<file path="src/rtl/axi_dsid_addr_mapper_pkg.sv">
// Shared definitions for the DSID address mapper: config FSM encoding,
// identity-table constants and the saturating violation-count helper.
package mapper_pkg;

  typedef logic [1:0] cfg_state_t;

  localparam cfg_state_t CFG_IDLE  = 2'd0;
  localparam cfg_state_t CFG_DRAIN = 2'd1;
  localparam cfg_state_t CFG_APPLY = 2'd2;

  localparam int unsigned MAX_ADDR_WIDTH = 64;
  localparam logic [MAX_ADDR_WIDTH-1:0] IDENT_BASE = '0;
  localparam logic [MAX_ADDR_WIDTH-1:0] IDENT_MASK = '1;

  function automatic logic [31:0] sat_add32(input logic [31:0] cnt, input logic [1:0] inc);
    logic [32:0] sum;
    sum = {1'b0, cnt} + {31'd0, inc};
    return sum[32] ? 32'hFFFF_FFFF : sum[31:0];
  endfunction

endpackage

</file>
<file path="src/rtl/axi_dsid_addr_mapper_if.sv">
// AXI4 bundle used on both sides of the DSID mapper; user carries the DSID.
interface axi_dsid_addr_mapper_if #(
  parameter int unsigned ADDR_WIDTH = 40,
  parameter int unsigned DATA_WIDTH = 64,
  parameter int unsigned ID_WIDTH   = 1,
  parameter int unsigned USER_WIDTH = 2
);
  logic [ADDR_WIDTH-1:0]   awaddr;
  logic [7:0]              awlen;
  logic [2:0]              awsize;
  logic [1:0]              awburst;
  logic [ID_WIDTH-1:0]     awid;
  logic [USER_WIDTH-1:0]   awuser;
  logic                    awvalid;
  logic                    awready;
  logic [DATA_WIDTH-1:0]   wdata;
  logic [DATA_WIDTH/8-1:0] wstrb;
  logic                    wlast;
  logic                    wvalid;
  logic                    wready;
  logic [ID_WIDTH-1:0]     bid;
  logic [1:0]              bresp;
  logic                    bvalid;
  logic                    bready;
  logic [ADDR_WIDTH-1:0]   araddr;
  logic [7:0]              arlen;
  logic [2:0]              arsize;
  logic [1:0]              arburst;
  logic [ID_WIDTH-1:0]     arid;
  logic [USER_WIDTH-1:0]   aruser;
  logic                    arvalid;
  logic                    arready;
  logic [ID_WIDTH-1:0]     rid;
  logic [DATA_WIDTH-1:0]   rdata;
  logic [1:0]              rresp;
  logic                    rlast;
  logic                    rvalid;
  logic                    rready;

  modport master (
    output awaddr, awlen, awsize, awburst, awid, awuser, awvalid, input awready,
    output wdata, wstrb, wlast, wvalid, input wready,
    input bid, bresp, bvalid, output bready,
    output araddr, arlen, arsize, arburst, arid, aruser, arvalid, input arready,
    input rid, rdata, rresp, rlast, rvalid, output rready
  );

  modport slave (
    input awaddr, awlen, awsize, awburst, awid, awuser, awvalid, output awready,
    input wdata, wstrb, wlast, wvalid, output wready,
    output bid, bresp, bvalid, input bready,
    input araddr, arlen, arsize, arburst, arid, aruser, arvalid, output arready,
    output rid, rdata, rresp, rlast, rvalid, input rready
  );
endinterface

</file>
<file path="src/rtl/axi_dsid_addr_mapper_slice.sv">
// Two-entry skid buffer: one output register plus one skid register, giving
// one cycle of latency and full throughput while the consumer keeps up.
module axi_addr_slice #(
  parameter int unsigned WIDTH = 8
) (
  input  logic             clk,
  input  logic             rst_n,
  input  logic             in_valid_i,
  output logic             in_ready_o,
  input  logic [WIDTH-1:0] in_data_i,
  input  logic             hold_i,
  input  logic             out_en_i,
  output logic             out_valid_o,
  input  logic             out_ready_i,
  output logic [WIDTH-1:0] out_data_o,
  output logic             empty_o
);
  logic             outValid_q;
  logic [WIDTH-1:0] outData_q;
  logic             skidValid_q;
  logic [WIDTH-1:0] skidData_q;
  logic             inFire;
  logic             outFire;

  assign in_ready_o  = !skidValid_q && !hold_i;
  assign inFire      = in_valid_i && in_ready_o;
  assign out_valid_o = outValid_q && out_en_i;
  assign outFire     = out_valid_o && out_ready_i;
  assign out_data_o  = outData_q;
  assign empty_o     = !outValid_q && !skidValid_q;

  // The skid entry only fills while the output register is stalled, so it
  // always refills the output register before any newer beat can.
  always_ff @(posedge clk or negedge rst_n) begin
    if (!rst_n) begin
      outValid_q  <= 1'b0;
      outData_q   <= '0;
      skidValid_q <= 1'b0;
      skidData_q  <= '0;
    end else if (!outValid_q || outFire) begin
      if (skidValid_q) begin
        outValid_q  <= 1'b1;
        outData_q   <= skidData_q;
        skidValid_q <= 1'b0;
      end else begin
        outValid_q <= inFire;
        if (inFire) outData_q <= in_data_i;
      end
    end else if (inFire) begin
      skidValid_q <= 1'b1;
      skidData_q  <= in_data_i;
    end
  end
endmodule

</file>
<file path="src/rtl/axi_dsid_addr_mapper.sv">
// Per-DSID AXI address remapper with programmable base/mask table, address
// register slices, outstanding-burst tracking and drain-before-update config.
module axi_dsid_addr_mapper
  import mapper_pkg::*;
#(
  parameter int unsigned ADDR_WIDTH = 40,
  parameter int unsigned DATA_WIDTH = 64,
  parameter int unsigned ID_WIDTH   = 1,
  parameter int unsigned DSID_WIDTH = 2,
  parameter int unsigned MAX_OUTST  = 16
) (
  input  logic                  aclk,
  input  logic                  aresetn,
  axi_dsid_addr_mapper_if.slave  s_axi,
  axi_dsid_addr_mapper_if.master m_axi,
  input  logic                  map_en,
  input  logic                  cfg_valid,
  output logic                  cfg_ready,
  input  logic [DSID_WIDTH-1:0] cfg_idx,
  input  logic [ADDR_WIDTH-1:0] cfg_base,
  input  logic [ADDR_WIDTH-1:0] cfg_mask,
  output logic [31:0]           viol_cnt
);
  localparam int unsigned NUM_DSID = 2 ** DSID_WIDTH;
  localparam int unsigned CW       = $clog2(MAX_OUTST + 1);
  localparam int unsigned PW       = ADDR_WIDTH + 13 + ID_WIDTH + DSID_WIDTH;
  localparam logic [CW-1:0] OUTST_LIMIT = CW'(MAX_OUTST);

  logic [ADDR_WIDTH-1:0] base_q [NUM_DSID];
  logic [ADDR_WIDTH-1:0] mask_q [NUM_DSID];
  cfg_state_t            cfgState_q;
  logic [DSID_WIDTH-1:0] shadowIdx_q;
  logic [ADDR_WIDTH-1:0] shadowBase_q, shadowMask_q;
  logic                  live_q;
  logic [CW-1:0]         wrOutst_q, wrOutst_d, rdOutst_q, rdOutst_d;
  logic [31:0]           violCnt_q;

  logic [DSID_WIDTH-1:0] awDsid, arDsid;
  logic [ADDR_WIDTH-1:0] awMapped, arMapped;
  logic                  awViol, arViol, awFire, arFire;
  logic                  acceptHold, awEmpty, arEmpty;
  logic [PW-1:0]         awIn, awOut, arIn, arOut;
  logic                  wrInc, wrDec, rdInc, rdDec;
  logic [1:0]            violInc;
  logic [DATA_WIDTH-1:0] wData, rData;

  assign awDsid   = s_axi.awuser[DSID_WIDTH-1:0];
  assign arDsid   = s_axi.aruser[DSID_WIDTH-1:0];
  assign awMapped = map_en ? (base_q[awDsid] | (s_axi.awaddr & mask_q[awDsid])) : s_axi.awaddr;
  assign arMapped = map_en ? (base_q[arDsid] | (s_axi.araddr & mask_q[arDsid])) : s_axi.araddr;
  assign awViol   = map_en && ((s_axi.awaddr & ~mask_q[awDsid]) != '0);
  assign arViol   = map_en && ((s_axi.araddr & ~mask_q[arDsid]) != '0);
  assign awFire   = s_axi.awvalid && s_axi.awready;
  assign arFire   = s_axi.arvalid && s_axi.arready;
  assign violInc  = {1'b0, awFire && awViol} + {1'b0, arFire && arViol};

  assign acceptHold = !live_q || (cfgState_q != CFG_IDLE);
  assign cfg_ready  = live_q && (cfgState_q == CFG_IDLE);
  assign viol_cnt   = violCnt_q;

  assign awIn = {awMapped, s_axi.awlen, s_axi.awsize, s_axi.awburst, s_axi.awid, s_axi.awuser};
  assign arIn = {arMapped, s_axi.arlen, s_axi.arsize, s_axi.arburst, s_axi.arid, s_axi.aruser};
  assign {m_axi.awaddr, m_axi.awlen, m_axi.awsize, m_axi.awburst, m_axi.awid, m_axi.awuser} = awOut;
  assign {m_axi.araddr, m_axi.arlen, m_axi.arsize, m_axi.arburst, m_axi.arid, m_axi.aruser} = arOut;

  axi_addr_slice #(.WIDTH(PW)) u_aw_slice (
    .clk(aclk), .rst_n(aresetn),
    .in_valid_i(s_axi.awvalid), .in_ready_o(s_axi.awready), .in_data_i(awIn),
    .hold_i(acceptHold), .out_en_i(wrOutst_q != OUTST_LIMIT),
    .out_valid_o(m_axi.awvalid), .out_ready_i(m_axi.awready), .out_data_o(awOut),
    .empty_o(awEmpty)
  );

  axi_addr_slice #(.WIDTH(PW)) u_ar_slice (
    .clk(aclk), .rst_n(aresetn),
    .in_valid_i(s_axi.arvalid), .in_ready_o(s_axi.arready), .in_data_i(arIn),
    .hold_i(acceptHold), .out_en_i(rdOutst_q != OUTST_LIMIT),
    .out_valid_o(m_axi.arvalid), .out_ready_i(m_axi.arready), .out_data_o(arOut),
    .empty_o(arEmpty)
  );

  assign wData         = s_axi.wdata;
  assign m_axi.wdata   = wData;
  assign m_axi.wstrb   = s_axi.wstrb;
  assign m_axi.wlast   = s_axi.wlast;
  assign m_axi.wvalid  = s_axi.wvalid;
  assign s_axi.wready  = m_axi.wready;
  assign s_axi.bid     = m_axi.bid;
  assign s_axi.bresp   = m_axi.bresp;
  assign s_axi.bvalid  = m_axi.bvalid;
  assign m_axi.bready  = s_axi.bready;
  assign rData         = m_axi.rdata;
  assign s_axi.rdata   = rData;
  assign s_axi.rid     = m_axi.rid;
  assign s_axi.rresp   = m_axi.rresp;
  assign s_axi.rlast   = m_axi.rlast;
  assign s_axi.rvalid  = m_axi.rvalid;
  assign m_axi.rready  = s_axi.rready;

  assign wrInc = m_axi.awvalid && m_axi.awready;
  assign wrDec = m_axi.bvalid && s_axi.bready;
  assign rdInc = m_axi.arvalid && m_axi.arready;
  assign rdDec = m_axi.rvalid && s_axi.rready && m_axi.rlast;

  // A stray response with nothing outstanding must not wrap the counter.
  always_comb begin
    wrOutst_d = wrOutst_q;
    rdOutst_d = rdOutst_q;
    if (wrInc && !wrDec) wrOutst_d = wrOutst_q + CW'(1);
    else if (wrDec && !wrInc && wrOutst_q != '0) wrOutst_d = wrOutst_q - CW'(1);
    if (rdInc && !rdDec) rdOutst_d = rdOutst_q + CW'(1);
    else if (rdDec && !rdInc && rdOutst_q != '0) rdOutst_d = rdOutst_q - CW'(1);
  end

  always_ff @(posedge aclk or negedge aresetn) begin
    if (!aresetn) begin
      live_q    <= 1'b0;
      wrOutst_q <= '0;
      rdOutst_q <= '0;
      violCnt_q <= '0;
    end else begin
      live_q    <= 1'b1;
      wrOutst_q <= wrOutst_d;
      rdOutst_q <= rdOutst_d;
      violCnt_q <= sat_add32(violCnt_q, violInc);
    end
  end

  // Table updates wait until no beat mapped with the old entry is in flight.
  always_ff @(posedge aclk or negedge aresetn) begin
    if (!aresetn) begin
      cfgState_q   <= CFG_IDLE;
      shadowIdx_q  <= '0;
      shadowBase_q <= '0;
      shadowMask_q <= '0;
      for (int i = 0; i < NUM_DSID; i++) begin
        base_q[i] <= IDENT_BASE[ADDR_WIDTH-1:0];
        mask_q[i] <= IDENT_MASK[ADDR_WIDTH-1:0];
      end
    end else begin
      case (cfgState_q)
        CFG_IDLE: begin
          if (cfg_valid && cfg_ready) begin
            shadowIdx_q  <= cfg_idx;
            shadowBase_q <= cfg_base;
            shadowMask_q <= cfg_mask;
            cfgState_q   <= CFG_DRAIN;
          end
        end
        CFG_DRAIN: begin
          if (awEmpty && arEmpty && wrOutst_q == '0 && rdOutst_q == '0) cfgState_q <= CFG_APPLY;
        end
        CFG_APPLY: begin
          base_q[shadowIdx_q] <= shadowBase_q;
          mask_q[shadowIdx_q] <= shadowMask_q;
          cfgState_q          <= CFG_IDLE;
        end
        default: cfgState_q <= CFG_IDLE;
      endcase
    end
  end
endmodule
</file>
<file path="src/flat_wrapper.sv">
// flat-port wrapper written by rule: the top's interface ports become plain ports
module axi_dsid_addr_mapper_flat import mapper_pkg::*;
#(
  parameter int unsigned ADDR_WIDTH = 40,
  parameter int unsigned DATA_WIDTH = 64,
  parameter int unsigned ID_WIDTH   = 1,
  parameter int unsigned DSID_WIDTH = 2,
  parameter int unsigned MAX_OUTST  = 16
)
  (aclk, aresetn, map_en, cfg_valid, cfg_ready, cfg_idx, cfg_base, cfg_mask, viol_cnt, s_axi_awaddr, s_axi_awlen, s_axi_awsize, s_axi_awburst, s_axi_awid, s_axi_awuser, s_axi_awvalid, s_axi_awready, s_axi_wdata, s_axi_wstrb, s_axi_wlast, s_axi_wvalid, s_axi_wready, s_axi_bid, s_axi_bresp, s_axi_bvalid, s_axi_bready, s_axi_araddr, s_axi_arlen, s_axi_arsize, s_axi_arburst, s_axi_arid, s_axi_aruser, s_axi_arvalid, s_axi_arready, s_axi_rid, s_axi_rdata, s_axi_rresp, s_axi_rlast, s_axi_rvalid, s_axi_rready, m_axi_awaddr, m_axi_awlen, m_axi_awsize, m_axi_awburst, m_axi_awid, m_axi_awuser, m_axi_awvalid, m_axi_awready, m_axi_wdata, m_axi_wstrb, m_axi_wlast, m_axi_wvalid, m_axi_wready, m_axi_bid, m_axi_bresp, m_axi_bvalid, m_axi_bready, m_axi_araddr, m_axi_arlen, m_axi_arsize, m_axi_arburst, m_axi_arid, m_axi_aruser, m_axi_arvalid, m_axi_arready, m_axi_rid, m_axi_rdata, m_axi_rresp, m_axi_rlast, m_axi_rvalid, m_axi_rready);
  axi_dsid_addr_mapper_if #(.ADDR_WIDTH(ADDR_WIDTH), .DATA_WIDTH(DATA_WIDTH), .ID_WIDTH(ID_WIDTH)) s_axi_i ();
  axi_dsid_addr_mapper_if #(.ADDR_WIDTH(ADDR_WIDTH), .DATA_WIDTH(DATA_WIDTH), .ID_WIDTH(ID_WIDTH)) m_axi_i ();
  input  logic aclk;
  input  logic aresetn;
  input  logic map_en;
  input  logic cfg_valid;
  output logic cfg_ready;
  input  logic [DSID_WIDTH-1:0] cfg_idx;
  input  logic [ADDR_WIDTH-1:0] cfg_base;
  input  logic [ADDR_WIDTH-1:0] cfg_mask;
  output logic [31:0] viol_cnt;
  input wire logic [$bits(s_axi_i.awaddr)-1:0] s_axi_awaddr;
  input wire logic [$bits(s_axi_i.awlen)-1:0] s_axi_awlen;
  input wire logic [$bits(s_axi_i.awsize)-1:0] s_axi_awsize;
  input wire logic [$bits(s_axi_i.awburst)-1:0] s_axi_awburst;
  input wire logic [$bits(s_axi_i.awid)-1:0] s_axi_awid;
  input wire logic [$bits(s_axi_i.awuser)-1:0] s_axi_awuser;
  input wire logic [$bits(s_axi_i.awvalid)-1:0] s_axi_awvalid;
  output wire logic [$bits(s_axi_i.awready)-1:0] s_axi_awready;
  input wire logic [$bits(s_axi_i.wdata)-1:0] s_axi_wdata;
  input wire logic [$bits(s_axi_i.wstrb)-1:0] s_axi_wstrb;
  input wire logic [$bits(s_axi_i.wlast)-1:0] s_axi_wlast;
  input wire logic [$bits(s_axi_i.wvalid)-1:0] s_axi_wvalid;
  output wire logic [$bits(s_axi_i.wready)-1:0] s_axi_wready;
  output wire logic [$bits(s_axi_i.bid)-1:0] s_axi_bid;
  output wire logic [$bits(s_axi_i.bresp)-1:0] s_axi_bresp;
  output wire logic [$bits(s_axi_i.bvalid)-1:0] s_axi_bvalid;
  input wire logic [$bits(s_axi_i.bready)-1:0] s_axi_bready;
  input wire logic [$bits(s_axi_i.araddr)-1:0] s_axi_araddr;
  input wire logic [$bits(s_axi_i.arlen)-1:0] s_axi_arlen;
  input wire logic [$bits(s_axi_i.arsize)-1:0] s_axi_arsize;
  input wire logic [$bits(s_axi_i.arburst)-1:0] s_axi_arburst;
  input wire logic [$bits(s_axi_i.arid)-1:0] s_axi_arid;
  input wire logic [$bits(s_axi_i.aruser)-1:0] s_axi_aruser;
  input wire logic [$bits(s_axi_i.arvalid)-1:0] s_axi_arvalid;
  output wire logic [$bits(s_axi_i.arready)-1:0] s_axi_arready;
  output wire logic [$bits(s_axi_i.rid)-1:0] s_axi_rid;
  output wire logic [$bits(s_axi_i.rdata)-1:0] s_axi_rdata;
  output wire logic [$bits(s_axi_i.rresp)-1:0] s_axi_rresp;
  output wire logic [$bits(s_axi_i.rlast)-1:0] s_axi_rlast;
  output wire logic [$bits(s_axi_i.rvalid)-1:0] s_axi_rvalid;
  input wire logic [$bits(s_axi_i.rready)-1:0] s_axi_rready;
  output wire logic [$bits(m_axi_i.awaddr)-1:0] m_axi_awaddr;
  output wire logic [$bits(m_axi_i.awlen)-1:0] m_axi_awlen;
  output wire logic [$bits(m_axi_i.awsize)-1:0] m_axi_awsize;
  output wire logic [$bits(m_axi_i.awburst)-1:0] m_axi_awburst;
  output wire logic [$bits(m_axi_i.awid)-1:0] m_axi_awid;
  output wire logic [$bits(m_axi_i.awuser)-1:0] m_axi_awuser;
  output wire logic [$bits(m_axi_i.awvalid)-1:0] m_axi_awvalid;
  input wire logic [$bits(m_axi_i.awready)-1:0] m_axi_awready;
  output wire logic [$bits(m_axi_i.wdata)-1:0] m_axi_wdata;
  output wire logic [$bits(m_axi_i.wstrb)-1:0] m_axi_wstrb;
  output wire logic [$bits(m_axi_i.wlast)-1:0] m_axi_wlast;
  output wire logic [$bits(m_axi_i.wvalid)-1:0] m_axi_wvalid;
  input wire logic [$bits(m_axi_i.wready)-1:0] m_axi_wready;
  input wire logic [$bits(m_axi_i.bid)-1:0] m_axi_bid;
  input wire logic [$bits(m_axi_i.bresp)-1:0] m_axi_bresp;
  input wire logic [$bits(m_axi_i.bvalid)-1:0] m_axi_bvalid;
  output wire logic [$bits(m_axi_i.bready)-1:0] m_axi_bready;
  output wire logic [$bits(m_axi_i.araddr)-1:0] m_axi_araddr;
  output wire logic [$bits(m_axi_i.arlen)-1:0] m_axi_arlen;
  output wire logic [$bits(m_axi_i.arsize)-1:0] m_axi_arsize;
  output wire logic [$bits(m_axi_i.arburst)-1:0] m_axi_arburst;
  output wire logic [$bits(m_axi_i.arid)-1:0] m_axi_arid;
  output wire logic [$bits(m_axi_i.aruser)-1:0] m_axi_aruser;
  output wire logic [$bits(m_axi_i.arvalid)-1:0] m_axi_arvalid;
  input wire logic [$bits(m_axi_i.arready)-1:0] m_axi_arready;
  input wire logic [$bits(m_axi_i.rid)-1:0] m_axi_rid;
  input wire logic [$bits(m_axi_i.rdata)-1:0] m_axi_rdata;
  input wire logic [$bits(m_axi_i.rresp)-1:0] m_axi_rresp;
  input wire logic [$bits(m_axi_i.rlast)-1:0] m_axi_rlast;
  input wire logic [$bits(m_axi_i.rvalid)-1:0] m_axi_rvalid;
  output wire logic [$bits(m_axi_i.rready)-1:0] m_axi_rready;
  assign s_axi_i.awaddr = s_axi_awaddr;
  assign s_axi_i.awlen = s_axi_awlen;
  assign s_axi_i.awsize = s_axi_awsize;
  assign s_axi_i.awburst = s_axi_awburst;
  assign s_axi_i.awid = s_axi_awid;
  assign s_axi_i.awuser = s_axi_awuser;
  assign s_axi_i.awvalid = s_axi_awvalid;
  assign s_axi_awready = s_axi_i.awready;
  assign s_axi_i.wdata = s_axi_wdata;
  assign s_axi_i.wstrb = s_axi_wstrb;
  assign s_axi_i.wlast = s_axi_wlast;
  assign s_axi_i.wvalid = s_axi_wvalid;
  assign s_axi_wready = s_axi_i.wready;
  assign s_axi_bid = s_axi_i.bid;
  assign s_axi_bresp = s_axi_i.bresp;
  assign s_axi_bvalid = s_axi_i.bvalid;
  assign s_axi_i.bready = s_axi_bready;
  assign s_axi_i.araddr = s_axi_araddr;
  assign s_axi_i.arlen = s_axi_arlen;
  assign s_axi_i.arsize = s_axi_arsize;
  assign s_axi_i.arburst = s_axi_arburst;
  assign s_axi_i.arid = s_axi_arid;
  assign s_axi_i.aruser = s_axi_aruser;
  assign s_axi_i.arvalid = s_axi_arvalid;
  assign s_axi_arready = s_axi_i.arready;
  assign s_axi_rid = s_axi_i.rid;
  assign s_axi_rdata = s_axi_i.rdata;
  assign s_axi_rresp = s_axi_i.rresp;
  assign s_axi_rlast = s_axi_i.rlast;
  assign s_axi_rvalid = s_axi_i.rvalid;
  assign s_axi_i.rready = s_axi_rready;
  assign m_axi_awaddr = m_axi_i.awaddr;
  assign m_axi_awlen = m_axi_i.awlen;
  assign m_axi_awsize = m_axi_i.awsize;
  assign m_axi_awburst = m_axi_i.awburst;
  assign m_axi_awid = m_axi_i.awid;
  assign m_axi_awuser = m_axi_i.awuser;
  assign m_axi_awvalid = m_axi_i.awvalid;
  assign m_axi_i.awready = m_axi_awready;
  assign m_axi_wdata = m_axi_i.wdata;
  assign m_axi_wstrb = m_axi_i.wstrb;
  assign m_axi_wlast = m_axi_i.wlast;
  assign m_axi_wvalid = m_axi_i.wvalid;
  assign m_axi_i.wready = m_axi_wready;
  assign m_axi_i.bid = m_axi_bid;
  assign m_axi_i.bresp = m_axi_bresp;
  assign m_axi_i.bvalid = m_axi_bvalid;
  assign m_axi_bready = m_axi_i.bready;
  assign m_axi_araddr = m_axi_i.araddr;
  assign m_axi_arlen = m_axi_i.arlen;
  assign m_axi_arsize = m_axi_i.arsize;
  assign m_axi_arburst = m_axi_i.arburst;
  assign m_axi_arid = m_axi_i.arid;
  assign m_axi_aruser = m_axi_i.aruser;
  assign m_axi_arvalid = m_axi_i.arvalid;
  assign m_axi_i.arready = m_axi_arready;
  assign m_axi_i.rid = m_axi_rid;
  assign m_axi_i.rdata = m_axi_rdata;
  assign m_axi_i.rresp = m_axi_rresp;
  assign m_axi_i.rlast = m_axi_rlast;
  assign m_axi_i.rvalid = m_axi_rvalid;
  assign m_axi_rready = m_axi_i.rready;
  axi_dsid_addr_mapper #(.ADDR_WIDTH(ADDR_WIDTH), .DATA_WIDTH(DATA_WIDTH), .ID_WIDTH(ID_WIDTH), .DSID_WIDTH(DSID_WIDTH), .MAX_OUTST(MAX_OUTST)) u_core (.aclk(aclk), .aresetn(aresetn), .s_axi(s_axi_i), .m_axi(m_axi_i), .map_en(map_en), .cfg_valid(cfg_valid), .cfg_ready(cfg_ready), .cfg_idx(cfg_idx), .cfg_base(cfg_base), .cfg_mask(cfg_mask), .viol_cnt(viol_cnt));
endmodule
</file>
<file path="config.mk">
export PLATFORM = sky130hd
export DESIGN_NAME = axi_dsid_addr_mapper_flat
export DESIGN_NICKNAME = d
export VERILOG_FILES = /design/src/rtl/axi_dsid_addr_mapper_pkg.sv /design/src/rtl/axi_dsid_addr_mapper_if.sv /design/src/rtl/axi_dsid_addr_mapper_slice.sv /design/src/rtl/axi_dsid_addr_mapper.sv /design/src/flat_wrapper.sv
export SDC_FILE = /design/constraint.sdc
export NUM_CORES = 1
export LEC_CHECK = 0
export ABC_CLOCK_PERIOD_IN_PS = 4680
export CORE_UTILIZATION = 53
export DETAILED_ROUTE_END_ITERATION = 10
export PLACE_DENSITY = 0.81
export SLEW_MARGIN = 15
export SYNTH_ARGS = -nofsm -noshare
export SYNTH_HDL_FRONTEND = slang
export SYNTH_HIERARCHICAL = 1
export SYNTH_SLANG_ARGS = --single-unit
</file>
<file path="constraint.sdc">
create_clock -name aclk -period 4.68 [get_ports aclk]
set_input_delay 0.936 -clock aclk [delete_from_list [all_inputs] [get_ports aclk]]
set_output_delay 0.936 -clock aclk [all_outputs]
set_load 0.02 [all_outputs]
</file>
# Yosys cells after proc, flatten, opt, wreduce, memory -nomap -nowiden
# Cells that the tools add are included.
# totals
inputBits,352
wordCells,151
out_inout_bits,299
ff_bits,675
# op_classes
magnitude_cmp,4
n_mux,36
addsub,6
n_reduce_logical,62
bitwise,13
eq_ne,6
# op_table
cell,count
two-way mux 40 bit,11
binary-select mux 40 bit (select 2 bit),4
bitwise mux 160 bit,2
two-way mux 56 bit,4
AND 40 bit,4
demux 40 bit (select 2 bit),1
inverter 40 bit,2
OR 40 bit,2
nonzero test 40 bit,2
adder 32 x 2 -> 33 bit,1
two-way mux 32 bit,1
logical AND 1 bit,29
two-way mux 5 bit,4
nonzero test 2 bit,7
AND reduction 2 bit,6
adder 5 x 1 -> 5 bit (second input constant),2
logical NOT 1 bit,10
logical NOT 5 bit,2
!= test 5 bit (second input constant),2
nonzero test 5 bit,2
subtractor 5 x 1 -> 5 bit (second input constant),2
>= comparator 3 bit (second input constant),3
inverter 2 -> 3 bit,3
two-way mux 1 bit,6
11 further kinds,15

# Depth between registers and ports, before layout
# Gate-level depths: netlist of run 1.
# depth
depth_word,12
depth_mapped,18
mapped_depth_nobuf,14

# Modules after synthesis
# The synthesis of run 1 kept the hierarchy.
# by_module_without_submodules
module,cells_each,area_each_um2,seq_area_each_um2,n_inst
axi_dsid_addr_mapper,1983,25225.4,11385.9,1
axi_addr_slice,313,5096.1,2852.7,2

# Least setup slack after synthesis of run 1
# Ideal clock, no wire load.
# synth_path
path_type,input to register
from,input s_axi_aruser[1]
to,register u_core.violCnt_q[30] (netlist: u_core/viol_cnt[30])
path_buffers,2
slack_ns,0.433
t_arrival_ns,4.158
t_required_ns,4.592
setup_time_ns,0.088
stages,16
cell_sequence,buf_4 mux2_2 or3b_2 and4_1 nand4_1 or4_1 o2111ai_1 fa_1 inv_1 ha_1 nand4_1 or3_1 clkbuf_1 nor2_1 a21oi_1 a41oi_1
# synth_between
elab_chain_cells,12
# synth_lines
element,line_no,rtl
start: declaration,flat_wrapper.sv:44,input wire logic [$bits(s_axi_i.aruser)-1:0] s_axi_aruser;
inverter 2 -> 3 bit (implied by the code),axi_dsid_addr_mapper.sv:52,assign arViol = map_en && ((s_axi.araddr & ~mask_q[arDsid]) != '0);
binary-select mux 40 bit (select 2 bit),axi_dsid_addr_mapper.sv:52,
two-way mux 40 bit (implied by the code) (2 in series),axi_dsid_addr_mapper.sv:52,
inverter 40 bit,axi_dsid_addr_mapper.sv:52,
AND 40 bit,axi_dsid_addr_mapper.sv:52,
nonzero test 40 bit,axi_dsid_addr_mapper.sv:52,
logical AND 1 bit,axi_dsid_addr_mapper.sv:52,
logical AND 1 bit,axi_dsid_addr_mapper.sv:55,"assign violInc = {1'b0, awFire && awViol} + {1'b0, arFire && arViol};"
adder 1 x 1 -> 2 bit,axi_dsid_addr_mapper.sv:55,
adder 32 x 2 -> 33 bit,axi_dsid_addr_mapper_pkg.sv:17,"sum = {1'b0, cnt} + {31'd0, inc};"
two-way mux 32 bit,axi_dsid_addr_mapper_pkg.sv:18,return sum[32] ? 32'hFFFF_FFFF : sum[31:0];
end signal: assignment,axi_dsid_addr_mapper.sv:125,"violCnt_q <= sat_add32(violCnt_q, violInc);"
end: declaration,axi_dsid_addr_mapper.sv:36,logic [31:0] violCnt_q;
# No other way between the ends. The select of a mux whose other input is x is not followed.
# A chain may end at the register's enable or synchronous reset.

# Worst setup path in the final report of run 1
# layout_path
from,input s_axi_aruser[0]
to,register u_core.violCnt_q[16] (netlist: u_core/viol_cnt[16])
# Same word-level chain as after synthesis.

==> flow_metrics.tcl, run 1 <==
set metrics [dict create \
    synth_common_cells "mux2_2, dfrtp_1, buf_4" \
    min_period_over_period 0.944 \
    cts-root-buf "clkbuf_16" \
    antenna_left 0 \
    start_util 0.537 \
    synthesis.nets 2971 \
    synth_area_leaders "dfrtp_1, mux2_2, dfstp_2" \
    cts_hold_buf 0 \
    crit_path_end_kind "flop" \
    p_leak_nw 18.9 \
    grt_usage 0.327 \
    route.detailed.wl_per_inst_um 29.2 \
    cp_max_fo 7 \
    finish.instance_area_sq_um 42000 \
    routed_wl_mm 111 \
    grt_pass1_vias 24300 \
    synth.yosys.seq_area_share 0.483 \
    io_pins 651 \
    yosysWarnings 6 \
    dp_cells 3673 \
    drt_iter0_markers 2023 \
    crit_required_ns 5.25 \
    clk_path_buf_depth 3 \
    die_h_um 261 \
    cts_tree "built" \
    synth_most_common_cell "mux2_2" \
    max-cap-violations 0 \
    fin_nets 3248 \
    setup-tns-final_ns 0 \
    grt_pass1_wl_mm 162 \
    utilization 0.637 \
    synth_cell_types 62 \
    vias 23400 \
    ys.flop_type "dfrtp_1" \
    hpwl_mm 82.0 \
    clk_latency_ns 0.64 \
    power_density_nw_per_um2 439 \
    internal-power_mw 12.9 \
    post-route-drc-count 190 \
    setup_violations 0 \
    worstMarginPinSlew_ns 1.01 \
    fin_cells 3811 \
    grt_max_degree 114 \
    via_per_inst 6.14 \
    dr.pass1.iters 11 \
    violations "design-rule violations" \
    syn_area_sq_um 35400 \
    rsz0062_at_grt "false" \
    outcome "complete, but fails checks" \
    core_sq_um 66000 \
    cts.repair.resized 0 \
    grt-ovfl-total 0 \
    pwr-share-comb 0.235 \
    hold_viol 0 \
    power_frac_clock 0.324 \
    yosysTopAreaCellShare 0.364 \
    post_cts_buffers 0 \
    critPathKind "in2reg" \
    min_period_ns 4.42 \
    clkSinkCount 675 \
    path_clk_slew_ns 0.06 \
    cts_made_buffers 75 \
    n_fill_cell 4876 \
    max_slew_margin 0.324 \
    p_seq_frac 0.440 \
    htree_num_levels 3 \
    area_delta_synth_final_pct 18.6 \
    maxSlewViolCount 0 \
    drive_gt1_frac 0.456 \
    hold_path_class "in2async" \
    synth_top_area_cell "dfrtp_1" \
    cp-start-kind "input port" \
    max_freq_mhz 226 \
    gp_congestion 0.960 \
    chipWidth_um 261 \
    peakVddDrop_mv 0.240 \
    port_buffers 360 \
    fp-row-count 94 \
    worst-endpoint-arrival_ns 4.98 \
    dpl-instance-area_sq_um 39500 \
    ys_ff_latch 675 \
    dieArea_sq_um 67900 \
    p_sw_frac 0.301 \
    syn-instance-count 2609 \
    ys_async_sr_fraction 1.00 \
    p_switching_mw 5.55 \
    synth_edf_count 0 \
    antenna_found_initial 2 \
    syn_avg_cell_area_sq_um 13.6 \
    finalClockSkew_ns 0.0283 \
]
worst max-delay path, cell delays in order:
cell and delay [ns]:
buf_6 0.19, buf_4 0.22, mux4_2 0.59, nor2b_1 0.39, a21oi_1 0.14, nand2_1 0.10
or4_1 0.11, o2111ai_1 0.15, fa_1 0.55, inv_1 0.12, ha_1 0.17, nand4_1 0.12
or3_1 0.50, nor2_1 0.31, nand2_1 0.24, nand2_1 0.12
power by group through the flow:
stage | sequential, mW | clock, mW | combinational [mW]
after CTS | 8.08 | 6.07 | 4.36
after floorplan | 8.31 | 0 | 1.97
after detailed placement | 8.15 | 0 | 4.32
after global routing | 8.25 | 6.30 | 4.58
after global placement | 8.06 | 0 | 4.23
final | 8.11 | 5.98 | 4.34
metal layers:
metal  GRT usage  routed length [um]  up-vias
li1            -                   -     9988
met1       0.416               43900    12200
met2       0.530               53700      988
met3      0.0778                8290      230
met4       0.150                5280        4
met5     0.00570                  70        -
state kept, by name, indices dropped and copies added, names as in the netlist:
name	cells
u_core/base_q	160
u_core/mask_q	160
u_core/u_ar_slice/out_data_o	56
u_core/u_ar_slice/skidData_q	56
u_core/u_aw_slice/out_data_o	56
u_core/u_aw_slice/skidData_q	56
u_core/shadowBase_q	40
u_core/shadowMask_q	40
u_core/viol_cnt	32
u_core/rdOutst_q	5
u_core/wrOutst_q	5
u_core/cfgState_q	2
u_core/shadowIdx_q	2
u_core/live_q	1
u_core/u_ar_slice/outValid_q	1
u_core/u_ar_slice/skidValid_q	1
u_core/u_aw_slice/outValid_q	1
u_core/u_aw_slice/skidValid_q	1
layout make-up:
type,instances,area [sq um],area share
antenna,1,2.50,0.0000596
multi-input combinational,1601,16300,0.388
tap,864,1080,0.0257
clock buffer,113,2210,0.0527
inverter,25,93.8,0.00223
clock inverter,24,285,0.00679
timing repair buffer,508,4930,0.117
sequential,675,17100,0.407
through the flow:
step                      total power, mW  hold slack, ns  worst slack (ns)
final                                18.4           0.384             0.263
after global routing                 19.1           0.456             0.192
after CTS                            18.5           0.447             0.453
after detailed placement             12.5           0.475            -0.186
after global placement               12.3           0.469            -0.142
after floorplan                      10.3           0.452             0.433
logic make-up (layout without fill, tap and decap cells):
kind of cell / count (synthesis) / count (layout) / share of synthesized area
flip-flops: 675 / 675 / 0.483
adder cells (fa/ha/maj): 10 / 10 / 0.00417
AO/OA/AOI/OAI: 238 / 238 / 0.0502
buffers and inverters: 333 / 670 / 0.0590
other: 1 / 2 / 0.000106
AND/OR/NAND/NOR: 335 / 335 / 0.0481
XOR/XNOR: 26 / 26 / 0.00643
multiplexers: 991 / 991 / 0.349
placed cells by master (no fill, tap or decap), types with 21 or more instances in the layout:
cell type,netlist,final
mux4_2,91,91
buf_4,177,134
clkbuf_1,68,21
nand2_1,133,133
inv_1,25,25
mux2_2,715,715
clkdlybuf4s50_1,0,354
mux2_4,80,80
nand3_1,29,27
a22o_1,73,73
mux2i_1,98,98
dfrtp_1,515,513
o21ai_0,45,45
nor3b_1,26,26
nand2b_1,27,27
dfstp_2,160,160
nor2_1,33,33
clkbuf_16,0,77
worst paths after layout:
path | from | depth (start not counted) | to | slack (ns)
worst min register to register | u_core/cfgState_q[1] | 1 | u_core/cfgState_q[1] | 0.49
worst min-delay path | aresetn | 1 | u_core/viol_cnt[20] | 0.38
max in group asynchronous | aresetn | 2 | u_core/mask_q[159] | 3.08
min in group aclk | u_core/cfgState_q[1] | 1 | u_core/cfgState_q[1] | 0.49
worst max register to register | u_core/cfgState_q[0] | 13 | u_core/viol_cnt[16] | 0.45
worst max-delay path | s_axi_aruser[0] | 16 | u_core/viol_cnt[16] | 0.26
No activity file was read; power rests on OpenSTA's default activity.
==> run 2: changes to the inputs <==
- SLEW_MARGIN: 15 -> 20
==> results of run 2 <==
The final DEF is identical to that of run 1; final timing and power are the same.
